===== config.mk =====
export PLATFORM = sky130hd
export DESIGN_NAME = shifter_seq
export DESIGN_NICKNAME = d
export VERILOG_FILES = /design/src/rtl/shifter_pkg.sv /design/src/rtl/shifter_step.sv /design/src/rtl/shifter_seq.sv
export SDC_FILE = /design/constraint.sdc
export NUM_CORES = 1
export LEC_CHECK = 0
export ABC_AREA = 1
export BUFFER_PORTS_ARGS = -buffer_cell sky130_fd_sc_hd__buf_2
export CAP_MARGIN = 25
export CORE_MARGIN = 10
export CORE_UTILIZATION = 56
export DETAILED_ROUTE_END_ITERATION = 16
export GPL_TIMING_DRIVEN = 0
export PLACE_DENSITY_LB_ADDON = 0.15
export SLEW_MARGIN = 40
export SYNTH_ARGS = -nofsm -noshare
export SYNTH_HDL_FRONTEND = slang
export SYNTH_SLANG_ARGS = --single-unit

===== constraint.sdc =====
create_clock -name clk -period 2.65 [get_ports clk]
set_input_delay 0.3975 -clock clk [delete_from_list [all_inputs] [get_ports clk]]
set_output_delay 0.3975 -clock clk [all_outputs]
set_load 0.02 [all_outputs]

===== src/rtl/shifter_pkg.sv =====
// shifter_pkg: mode codes and FSM state encoding shared by
// shifter_seq, shifter_step and their bench.
package shifter_pkg;

  localparam logic [1:0] SH_LSL = 2'b00;
  localparam logic [1:0] SH_LSR = 2'b01;
  localparam logic [1:0] SH_ASR = 2'b10;
  localparam logic [1:0] SH_ROR = 2'b11;

  typedef enum logic [1:0] {
    S_IDLE = 2'b00,
    S_BUSY = 2'b01,
    S_DONE = 2'b10
  } state_t;

endpackage


===== src/rtl/shifter_step.sv =====
// shifter_step: one combinational shift of i_data by i_s (0..STEP)
// positions in mode i_mode; o_carry is the last bit shifted out.
// Ports: i_data/i_mode/i_s in, o_data/o_carry out.
module shifter_step
  import shifter_pkg::*;
#(
  parameter int  WIDTH = 16,
  parameter int  STEP  = 1,
  localparam int SW    = $clog2(STEP + 1)
) (
  input  logic [WIDTH-1:0] i_data,
  input  logic [1:0]       i_mode,
  input  logic [SW-1:0]    i_s,
  output logic [WIDTH-1:0] o_data,
  output logic             o_carry
);

  // One guard bit beside the operand catches the last bit out.
  logic [WIDTH:0]   w_lsl;
  logic [WIDTH:0]   w_lsr;
  logic [WIDTH:0]   w_asr;
  logic [WIDTH-1:0] w_ror;

  always_comb begin
    w_lsl = {1'b0, i_data} << i_s;
    w_lsr = {i_data, 1'b0} >> i_s;
    w_asr = $signed({i_data, 1'b0}) >>> i_s;
    // i_s == 0 makes the left term a full-width shift, i.e. zero.
    w_ror = (i_data >> i_s)
          | (i_data << (WIDTH - int'(i_s)));
    o_data  = w_lsl[WIDTH-1:0];
    o_carry = w_lsl[WIDTH];
    unique case (i_mode)
      SH_LSL: begin
        o_data  = w_lsl[WIDTH-1:0];
        o_carry = w_lsl[WIDTH];
      end
      SH_LSR: begin
        o_data  = w_lsr[WIDTH:1];
        o_carry = w_lsr[0];
      end
      SH_ASR: begin
        o_data  = w_asr[WIDTH:1];
        o_carry = w_asr[0];
      end
      SH_ROR: begin
        o_data  = w_ror;
        o_carry = w_lsr[0];
      end
    endcase
  end

endmodule


===== src/rtl/shifter_seq.sv =====
// shifter_seq: multi-cycle LSL/LSR/ASR/ROR shifter, STEP bits/cycle,
// valid/ready on both sides. Optional carry: SHIFTER_CARRY_EN.
// Ports: clk, rst_n, in_valid/in_ready/in_data/in_amt/in_mode,
//        out_valid/out_ready/out_data/out_carry.
module shifter_seq
  import shifter_pkg::*;
#(
  parameter int  WIDTH = 16,
  parameter int  STEP  = 1,
  localparam int AMT_W = $clog2(WIDTH),
  localparam int SW    = $clog2(STEP + 1)
) (
  input  logic             clk,
  input  logic             rst_n,
  input  logic             in_valid,
  output logic             in_ready,
  input  logic [WIDTH-1:0] in_data,
  input  logic [AMT_W-1:0] in_amt,
  input  logic [1:0]       in_mode,
  output logic             out_valid,
  input  logic             out_ready,
  output logic [WIDTH-1:0] out_data,
  output logic             out_carry
);

  state_t           r_state;
  state_t           w_next;
  logic [AMT_W-1:0] r_cnt;
  logic [WIDTH-1:0] r_data;
  logic [1:0]       r_mode;
  logic [SW-1:0]    w_s;
  logic [WIDTH-1:0] w_step_data;
  logic             w_step_carry;
  logic             w_accept;
  logic             w_busy;
  logic             w_last;

  // s = min(STEP, cnt)
  always_comb begin
    w_s = SW'(STEP);
    if (int'(r_cnt) < STEP) w_s = SW'(r_cnt);
  end

  assign w_accept = in_valid & in_ready;
  assign w_busy   = (r_state == S_BUSY);
  assign w_last   = (r_cnt == AMT_W'(w_s));
  assign out_data = r_data;

  shifter_step #(
    .WIDTH (WIDTH),
    .STEP  (STEP)
  ) u_step (
    .i_data  (r_data),
    .i_mode  (r_mode),
    .i_s     (w_s),
    .o_data  (w_step_data),
    .o_carry (w_step_carry)
  );

  always_ff @(posedge clk or negedge rst_n) begin
    if (!rst_n) r_state <= S_IDLE;
    else        r_state <= w_next;
  end

  always_comb begin
    w_next    = r_state;
    in_ready  = 1'b0;
    out_valid = 1'b0;
    unique case (r_state)
      S_IDLE: begin
        in_ready = 1'b1;
        if (in_valid) begin
          w_next = (in_amt == '0) ? S_DONE : S_BUSY;
        end
      end
      S_BUSY: begin
        if (w_last) w_next = S_DONE;
      end
      S_DONE: begin
        out_valid = 1'b1;
        if (out_ready) w_next = S_IDLE;
      end
      default: w_next = S_IDLE;
    endcase
  end

  always_ff @(posedge clk or negedge rst_n) begin
    if (!rst_n) begin
      r_cnt  <= '0;
      r_data <= '0;
      r_mode <= SH_LSL;
    end else if (w_accept) begin
      r_cnt  <= in_amt;
      r_data <= in_data;
      r_mode <= in_mode;
    end else if (w_busy) begin
      r_cnt  <= r_cnt - AMT_W'(w_s);
      r_data <= w_step_data;
    end
  end

`ifdef SHIFTER_CARRY_EN
  logic r_carry;

  // Cleared on accept so amt == 0 reports no carry.
  always_ff @(posedge clk or negedge rst_n) begin
    if (!rst_n)        r_carry <= 1'b0;
    else if (w_accept) r_carry <= 1'b0;
    else if (w_busy)   r_carry <= w_step_carry;
  end

  assign out_carry = r_carry;
`else
  logic w_unused_carry;

  assign w_unused_carry = w_step_carry;
  assign out_carry      = 1'b0;
`endif

endmodule

==> out/qor.yml <==
run_status:
  status: "finished, final reports clean"
global_route:
  antenna_found_initial: 0
  grt_usage: 0.159
  grt_start_max_net_pins: 25
  grt_pass1_wl_mm: 7.22
  overflow: 0
  grt_pass1_vias: 1590
critical_path:
  slowest_stage: "dfrtp_1"
  cp_max_fo: 10
  start_kind: "register"
  worstReg2RegEnd: "r_cnt[2]$_DFFE_PN0P_"
  worstSetupPathType: "register to register"
  regToRegSetupSlack_ns: 1.03
  crit_top_cell: "nand2_1"
  required_ns: 2.87
  crit_path_end_kind: "register"
  slowest_delay_ns: 0.43
  worstPathCellList: "nor2_2 -> nand2_2 -> buf_4 -> nand2_1 -> inv_1 -> ha_1 -> nand2_1 -> xor2_1 -> a21oi_1"
  arrival_ns: 1.84
  timing.rr.start: "r_cnt[2]$_DFFE_PN0P_"
  r2r_cells: 9
synth:
  yosys_warnings: 0
  yosys.area.top_type: "dfrtp_1"
  syn_avg_cell_area_um2: 6.89
  synth_xor_area_frac: 0.00536
  synth-compound-area-share: 0.147
  netlist_instances: 237
  synth_fa_ha_area_frac: 0.00766
  synth_cell_types: 33
  muxShareOfSynthArea: 0
  yosysSeqAreaShare: 0.368
  ys_seq_elements: 24
  synth_top_family_by_area: "simple AND/OR/NAND/NOR gates"
  synthSimpleGateAreaFrac: 0.334
  syn_nets: 264
  synth_area_leaders: "dfrtp_1 (37%), nand2_1 (17%), inv_1 (7.4%)"
  syn-cell-area_mm2: 0.00163
  yosysTopAreaCellShare: 0.368
cts:
  postCtsSetupBuffers: 0
  cts.clk_slew.worst_paths_ns: 0.13
  cts_tree: "done"
  cts_sinks: 24
  ctsResizeCount: 0
  clkLatencyLatePin_ns: 0.33
  cts_max_level: 1
  clockRootBuffer: "clkbuf_4"
  cts_hold_buffers: 0
  cts_buffers: 3
  clk_path_buf_depth: 2
timing:
  final-hold-violation-count: 0
  period_needed_ns: 1.62
  setup_viol: 0
  fin_ws_ns: 1.03
  fin_crit_sh: 0.612
  max_freq_ghz: 0.617
  rsz0062_at_grt: "false"
  slew_headroom: 0.640
  skew_ns: 0.00804
  slew_viol_final: 0
  fin_setup_tns_ns: 0
  tightestPinTransition_ns: 0.540
placed_design:
  pre_cts_slack_ns: 1.05
  dp_hpwl_mm: 3.18
  io_buffer_count: 43
  dp_cells: 311
  place.gp.congestion: 0.833
  place_area_mm2: 0.00189
floorplanning:
  rows: 19
  start_util: 0.587
  design.die.area_mm2: 0.00548
  die_w_um: 74.0
  die_h_um: 74.0
  coreArea_mm2: 0.00278
  io_pins: 45
final_layout:
  fin_nets: 312
  layout.cells.most_common_list: "nand2_1 (76), buf_2 (47), inv_1 (32)"
  n_antenna_cell: 0
  final_cell_area_mm2: 0.00191
  fillers: 260
  drive_gt1_frac: 0.244
  instances_no_fill: 314
  multi_input_area_um2: 811
  seqCellArea_um2: 601
  area_growth_pct: 16.9
  layout_commonest_cell: "nand2_1"
flow_run:
  maxCapViolCount: 0
route:
  firstDrtPassIters: 5
  wl_per_cell_um: 13.1
  drc_errors: 0
  ant_nets: 0
  vias: 1612
  drt_iter0_drc: 158
  routed_wl_mm: 4.10
  avgViaCountPerCell: 5.13
power:
  ir_drop_v: 0.000868
  power_mw: 2.63
  p_per_area_mw_per_mm2: 1370
  leakage_nw: 1.08
min_path:
  hp-class: "input pin to async pin"
==> cells by family (layout without fill, tap and decap cells) <==
family | Yosys count | in the layout
fa+ha+maj | 1 | 1
simple gates | 123 | 123
xor+xnor | 1 | 1
other cells | 1 | 1
compound gates | 42 | 42
flops | 24 | 24
buf+inv | 45 | 91
==> Yosys cell counts, drive strengths merged <==
library cell	instances
conb	1
dfrtp	24
nand4	1
nor2	24
xor2	1
o2111ai	2
inv	36
nand2	83
nor3	1
o221ai	1
a22oi	1
ha	1
o21ai	18
buf	9
o22ai	1
o211ai	1
a31oi	1
nand3b	1
a21oi	17
nand3	13
==> power breakdown <==
part           leakage (nW)  internal [mW]  switching (mW)
clock network        0.0138         0.0534           0.114
registers             0.281          0.560           0.160
logic                 0.781          0.621            1.12
==> metal layers <==
layer | track usage | vias up | share of wire
met4 | 0.0518 | 0 | 0.012
met2 | 0.246 | 52 | 0.46
met3 | 0.0359 | 5 | 0.070
li1 | - | 832 | -
met5 | 0 | - | 0
met1 | 0.214 | 723 | 0.46
==> per-stage QoR <==
stage,util,hold slack (ns)
2_1_floorplan,-,0.102
3_3_place_gp,0.679,0.418
3_5_place_dp,0.679,0.420
4_1_cts,0.687,0.0485
5_1_grt,0.687,0.0467
6_report,0.687,0.0286
==> critical path: cells and delay by family (launching register included) <==
| family | cells | cell delay, ns |
|---|---|---|
| compound gates | 1 | 0.08 |
| flops | 1 | 0.43 |
| fa+ha+maj | 1 | 0.17 |
| buf+inv | 2 | 0.27 |
| simple gates | 4 | 0.43 |
| xor+xnor | 1 | 0.15 |
==> final cells by class <==
cell class                      count  area share
Buffer                              9      0.0406
Sequential cell                    24       0.314
Clock buffer                        3      0.0118
Tap cell                           31      0.0203
Timing Repair Buffer               43       0.113
Multi-Input combinational cell    168       0.424
Inverter                           36      0.0760
==> worst max path at each step <==
stage | from | endpoint | slack (ns) | cells past startpoint
finish | r_cnt[2]$_DFFE_PN0P_ | r_cnt[2]$_DFFE_PN0P_ | 1.03 | 9
global route | r_cnt[0]$_DFFE_PN0P_ | r_cnt[2]$_DFFE_PN0P_ | 0.91 | 9
CTS | r_cnt[2]$_DFFE_PN0P_ | r_cnt[2]$_DFFE_PN0P_ | 1.03 | 9
detailed placement | r_cnt[2]$_DFFE_PN0P_ | r_cnt[2]$_DFFE_PN0P_ | 1.05 | 9
global placement | r_cnt[2]$_DFFE_PN0P_ | r_cnt[2]$_DFFE_PN0P_ | 1.06 | 9
floorplan | r_cnt[2]$_DFFE_PN0P_ | r_cnt[2]$_DFFE_PN0P_ | 1.20 | 9
==> registers in the layout, indices dropped and copies added, names as in the netlist <==
register,cells
out_data,16
r_cnt,4
r_mode,2
r_state,2
No activity file was read; power rests on OpenSTA's default activity.
